`config.mk`:
```
export PLATFORM = sky130hd
export DESIGN_NAME = uart_transmitter
export DESIGN_NICKNAME = d
export VERILOG_FILES = /design/src/rtl/uart_transmitter.sv
export SDC_FILE = /design/constraint.sdc
export NUM_CORES = 1
export LEC_CHECK = 0
export ABC_AREA = 1
export ABC_CLOCK_PERIOD_IN_PS = 2500
export CELL_PAD_IN_SITES_DETAIL_PLACEMENT = 0
export CELL_PAD_IN_SITES_GLOBAL_PLACEMENT = 1
export CORE_UTILIZATION = 47
export CTS_CLUSTER_SIZE = 10
export DETAILED_ROUTE_END_ITERATION = 10
export DONT_BUFFER_PORTS = 1
export GPL_ROUTABILITY_DRIVEN = 0
export PLACE_DENSITY = 0.85
export SYNTH_ARGS = -nofsm -noshare
export SYNTH_HDL_FRONTEND = slang
export SYNTH_SLANG_ARGS = --single-unit
```
`constraint.sdc`:
```
create_clock -name clk -period 2.5 [get_ports clk]
set_input_delay 0.5 -clock clk [delete_from_list [all_inputs] [get_ports clk]]
set_output_delay 0.5 -clock clk [all_outputs]
set_load 0.1 [all_outputs]
```
`src/rtl/uart_transmitter.sv`:
```
// uart_transmitter: byte-wide UART transmitter.
// Frame is start(0), 8 data bits LSB first, even parity, one stop(1).
// Includes a per-frame baud tick generator selected from an 8-entry table,
// a frame FSM and a level-sampled write handshake. All outputs are registered.
module uart_transmitter #(
  parameter int CLK_HZ     = 50000000,
  parameter int OVERSAMPLE = 16
) (
  input  logic       clk,
  input  logic       reset,
  input  logic [7:0] Tx_DATA,
  input  logic       Tx_WR,
  input  logic       Tx_EN,
  input  logic [2:0] baud_select,
  output logic       TxD,
  output logic       Tx_BUSY,
  output logic       Tx_DONE
);

  // Baud rate for each baud_select code.
  function automatic int baud_of(input int sel);
    case (sel)
      0:       return 300;
      1:       return 1200;
      2:       return 4800;
      3:       return 9600;
      4:       return 19200;
      5:       return 38400;
      6:       return 57600;
      default: return 115200;
    endcase
  endfunction

  // Rounded clock divider producing OVERSAMPLE ticks per bit.
  function automatic int calc_div(input int baud);
    longint den;
    den = longint'(OVERSAMPLE) * longint'(baud);
    return int'((longint'(CLK_HZ) + den / 2) / den);
  endfunction

  localparam int DIV_MAX = calc_div(baud_of(0));
  localparam int DIV_W   = $clog2(DIV_MAX + 1);
  localparam int OS_W    = (OVERSAMPLE > 1) ? $clog2(OVERSAMPLE) : 1;

  typedef enum logic [2:0] {
    ST_IDLE,
    ST_START,
    ST_DATA,
    ST_PARITY,
    ST_STOP
  } state_t;

  // Divider constants, one per baud code, folded at elaboration.
  logic [DIV_W-1:0] div_table [8];

  genvar gi;
  generate
    for (gi = 0; gi < 8; gi++) begin : g_div
      assign div_table[gi] = DIV_W'(calc_div(baud_of(gi)));
    end
  endgenerate

  state_t           state_q, state_d;
  logic             txd_q, txd_d;
  logic             busy_q, busy_d;
  logic             done_q, done_d;
  logic [7:0]       shift_q, shift_d;
  logic             parity_q, parity_d;
  logic [DIV_W-1:0] div_q, div_d;
  logic [DIV_W-1:0] tick_cnt_q, tick_cnt_d;
  logic [OS_W-1:0]  os_cnt_q, os_cnt_d;
  logic [2:0]       bit_cnt_q, bit_cnt_d;

  logic tick;
  logic bit_end;

  // Tick when the divider wraps; a bit ends on the last tick of OVERSAMPLE.
  always_comb begin
    tick    = (state_q != ST_IDLE) && (tick_cnt_q == div_q - DIV_W'(1));
    bit_end = tick && (os_cnt_q == OS_W'(OVERSAMPLE - 1));
  end

  // Next-state logic for the frame FSM, tick generator and datapath.
  always_comb begin
    state_d    = state_q;
    txd_d      = txd_q;
    busy_d     = busy_q;
    done_d     = 1'b0;
    shift_d    = shift_q;
    parity_d   = parity_q;
    div_d      = div_q;
    bit_cnt_d  = bit_cnt_q;
    tick_cnt_d = tick ? '0 : tick_cnt_q + DIV_W'(1);
    if (tick) begin
      os_cnt_d = (os_cnt_q == OS_W'(OVERSAMPLE - 1)) ? '0 : os_cnt_q + OS_W'(1);
    end else begin
      os_cnt_d = os_cnt_q;
    end

    case (state_q)
      ST_IDLE: begin
        tick_cnt_d = '0;
        os_cnt_d   = '0;
        txd_d      = 1'b1;
        busy_d     = 1'b0;
        if (Tx_WR && Tx_EN) begin
          shift_d   = Tx_DATA;
          parity_d  = ^Tx_DATA;
          div_d     = div_table[baud_select];
          bit_cnt_d = '0;
          state_d   = ST_START;
          txd_d     = 1'b0;
          busy_d    = 1'b1;
        end
      end
      ST_START: begin
        if (bit_end) begin
          state_d   = ST_DATA;
          txd_d     = shift_q[0];
          bit_cnt_d = '0;
        end
      end
      ST_DATA: begin
        if (bit_end) begin
          shift_d = {1'b0, shift_q[7:1]};
          if (bit_cnt_q == 3'd7) begin
            state_d = ST_PARITY;
            txd_d   = parity_q;
          end else begin
            bit_cnt_d = bit_cnt_q + 3'd1;
            txd_d     = shift_q[1];
          end
        end
      end
      ST_PARITY: begin
        if (bit_end) begin
          state_d = ST_STOP;
          txd_d   = 1'b1;
        end
      end
      ST_STOP: begin
        if (bit_end) begin
          state_d = ST_IDLE;
          txd_d   = 1'b1;
          busy_d  = 1'b0;
          done_d  = 1'b1;
        end
      end
      default: begin
        state_d = ST_IDLE;
        txd_d   = 1'b1;
        busy_d  = 1'b0;
      end
    endcase
  end

  // State and output registers; reset forces the line idle immediately.
  always_ff @(posedge clk or negedge reset) begin
    if (!reset) begin
      state_q    <= ST_IDLE;
      txd_q      <= 1'b1;
      busy_q     <= 1'b0;
      done_q     <= 1'b0;
      shift_q    <= '0;
      parity_q   <= 1'b0;
      div_q      <= '0;
      tick_cnt_q <= '0;
      os_cnt_q   <= '0;
      bit_cnt_q  <= '0;
    end else begin
      state_q    <= state_d;
      txd_q      <= txd_d;
      busy_q     <= busy_d;
      done_q     <= done_d;
      shift_q    <= shift_d;
      parity_q   <= parity_d;
      div_q      <= div_d;
      tick_cnt_q <= tick_cnt_d;
      os_cnt_q   <= os_cnt_d;
      bit_cnt_q  <= bit_cnt_d;
    end
  end

  assign TxD     = txd_q;
  assign Tx_BUSY = busy_q;
  assign Tx_DONE = done_q;

endmodule

```
==> impl_metrics.json <==
{
  "crit_chain": "inv_2 > ha_4 > nand2_2 > inv_2 > nor2_1 > nand2_1 > nor2_2 > nand2_1 > nor2_2 > nand3_2 > nor2_4 > nand4_4 > a21oi_4 > nand2_2 > nand2_1 > nand2_1",
  "root_buffer": "clkbuf_8",
  "rsz0062_at_grt": "true",
  "synth-seq-cells": 48,
  "wire_per_inst_um": 13.0,
  "start_util_pct": 49.7,
  "hold_path_class": "input port to async pin",
  "slew_headroom_pct": 42.6,
  "ys.flop_type": "dfrtp_1",
  "antenna_left": 0,
  "synth_nets": 467,
  "ir_drop_mv": 0.242,
  "fin_total_pwr_mw": 1.50,
  "reg2reg_slack_ns": 0.18,
  "power.leakage_nw": 1.68,
  "worst_pin_slew_ns": 0.862,
  "fin_nets": 480,
  "syn_inst": 440,
  "grt_max_degree": 48,
  "pre_cts_ws_ns": 0.0225,
  "grt_usage_pct": 21.6,
  "fmax_mhz": 430,
  "worst-path-max-fanout": 8,
  "antenna_cells": 0,
  "grt_overflow": 0,
  "netlist_area_um2": 3210,
  "die_y_um": 84.7,
  "report.final.hold_viol_count": 0,
  "dieArea_um2": 7170,
  "fin_ws_ns": 0.176,
  "dp_hpwl_mm": 5.34,
  "required_ns": 2.70,
  "io_pins": 18,
  "fin_crit_ns": 2.32,
  "crit_type": "flop to flop",
  "hold_ws_ns": 0.0268,
  "status": "finished, final reports clean",
  "cts_tree": "built",
  "first_global_vias": 2671,
  "fillers": 652,
  "num_rows": 29,
  "setup_viol": 0,
  "clk_pin_slew_worst_paths_ns": 0.09,
  "finalClockSkew_ns": 0.0108,
  "critPathMaxStageDelay_ns": 0.43,
  "maxCapViolCount": 0,
  "drive_gt1_share_pct": 12.6,
  "syn2layout_area_growth_pct": 9.08,
  "numPlacedInstances": 520,
  "vias_per_cell": 5.10,
  "critPathCaptureType": "flop",
  "crit_arrival_ns": 2.53,
  "min_period_over_period_pct": 93.0,
  "cts_sinks": 48,
  "ys_warn_count": 0,
  "cp-startpoint": "div_q[1]$_DFFE_PN0P_",
  "path_common_cell": "nand2_1",
  "h-tree-depth": 2,
  "drtPass1Iterations": 4,
  "slowest_stage": "dfrtp_1",
  "multiInputGateArea_um2": 1780,
  "worstSetupStartpointType": "flop",
  "ys_async_sr_fraction_pct": 100,
  "placement.io_buffers": 0,
  "clk_path_buf_depth": 2,
  "tns_ns": 0,
  "drc": 0,
  "fp.coreArea_um2": 6460,
  "finalNonFillerCells": 531,
  "path_buf_inv": 2,
  "synth_edf_count": 0,
  "totalWireLength_mm": 6.93,
  "antenna_found_initial": 0,
  "slew_viol_final": 0,
  "grt_pass1_wl_mm": 12.3,
  "power_density_nw_per_um2": 429,
  "worstSkewPairLatency_ns": 0.31,
  "die_w_um": 84.7,
  "critPathTopFamily": "simple AND/OR/NAND/NOR gates",
  "cts_buffers": 5,
  "regArea_um2": 1200,
  "ys_seq_area_share_pct": 37.4,
  "syn_avg_cell_area_um2": 7.30,
  "vias": 2709,
  "initialDrtViolationCount": 144,
  "r2r_start": "div_q[1]$_DFFE_PN0P_",
  "synth_cell_type_count": 38
}
synthesized netlist by cell type, types with 4 or more instances:
master | number | share of area, %
nand4_1 | 8 | 1.6
ha_1 | 12 | 4.7
nor2_4 | 7 | 2.5
nor2_2 | 4 | 0.78
xnor2_1 | 7 | 1.9
nand2_1 | 122 | 14
o21ai_1 | 5 | 0.78
nor3_1 | 5 | 0.78
a21oi_1 | 14 | 2.2
nor2_1 | 49 | 5.7
o21ai_0 | 24 | 3.7
dfrtp_1 | 47 | 37
nand2_2 | 5 | 0.97
xor2_1 | 7 | 1.9
inv_1 | 59 | 6.9
nand3_1 | 31 | 4.8
kinds of logic after synthesis:
kind of cell / share of synthesized area, %
XOR/XNOR: 3.82
flip-flops: 37.4
AND/OR/NAND/NOR: 35.4
buffers and inverters: 7.99
AO/OA/AOI/OAI: 10.6
adder cells (fa/ha/maj): 4.67
through the flow:
| stage | cell area (µm²) | util, % |
|---|---|---|
| after detailed placement | 3330 | 51.6 |
| after floorplan | 3210 | - |
| after global placement | 3330 | 51.6 |
| after global routing | 3500 | 54.2 |
| after CTS | 3460 | 53.5 |
| final | 3500 | 54.2 |
state kept, by name, summed over array words and instances (netlist names):
register,count
Tx_DONE,1
os_cnt_q,4
shift_q,8
state_q,3
TxD,1
tick_cnt_q,14
Tx_BUSY,1
parity_q,1
div_q,12
bit_cnt_q,3
per-layer routing:
| metal | GRT usage, % | vias to the layer above | wire length (µm) |
|---|---|---|---|
| li1 | - | 1431 | - |
| met1 | 31.5 | 1230 | 3610 |
| met2 | 33.8 | 41 | 3040 |
| met3 | 3.44 | 7 | 208 |
| met4 | 5.08 | 0 | 68 |
| met5 | 0 | - | 0 |
power breakdown:
part	internal [mW]	leakage, nW	switching, mW
clock network	0.227	0.0516	0.279
logic	0.0669	1.06	0.109
registers	0.797	0.565	0.0256
total	1.09	1.68	0.413
placed cells by master (no fill, tap or decap), types with 6 or more instances in the layout:
cell	n
nand2_1	120
inv_1	56
dfrtp_1	47
nor2_1	47
nand3_1	31
o21ai_0	24
a21oi_1	13
ha_1	11
buf_4	9
nor2_4	8
nand4_1	8
nand2_2	7
xnor2_1	7
xor2_1	7
clkbuf_8	6
worst reg2reg max path: stages (launching register included):
cell	delay (ns)
dfrtp_1	0.43
inv_2	0.10
ha_4	0.21
nand2_2	0.07
inv_2	0.03
nor2_1	0.07
nand2_1	0.08
nor2_2	0.15
nand2_1	0.09
nor2_2	0.10
nand3_2	0.11
nor2_4	0.15
nand4_4	0.15
a21oi_4	0.29
nand2_2	0.09
nand2_1	0.07
nand2_1	0.04
final timing paths:
kind                                            end  cells past startpoint
max                        bit_cnt_q[2]$_DFFE_PN0P_                     16
min                                 TxD$_DFFE_PN1P_                      0
max reg2reg                bit_cnt_q[2]$_DFFE_PN0P_                     16
min reg2reg                bit_cnt_q[2]$_DFFE_PN0P_                      2
max in group asynchronous    state_q[2]$_DFFE_PN0P_                      1
min in group clk               div_q[3]$_DFFE_PN0P_                      2
cell type report:
type / instances / share of cell area (%)
multi-input cells: 327 / 50.9
inverters: 61 / 6.54
well taps: 77 / 2.75
flip-flops and latches: 48 / 34.3
repair buffers: 10 / 2.71
clock buffers: 6 / 2.36
clock inverters: 2 / 0.393
what timing repair did:
item                                    4_1_cts  5_1_grt
hold buffers                                  1        0
endpoints found under the setup margin        0       30
resized for setup                             0       11
setup buffers                                 0        2
hold endpoints to repair                     47        0
(Power assumes the default switching activity.)
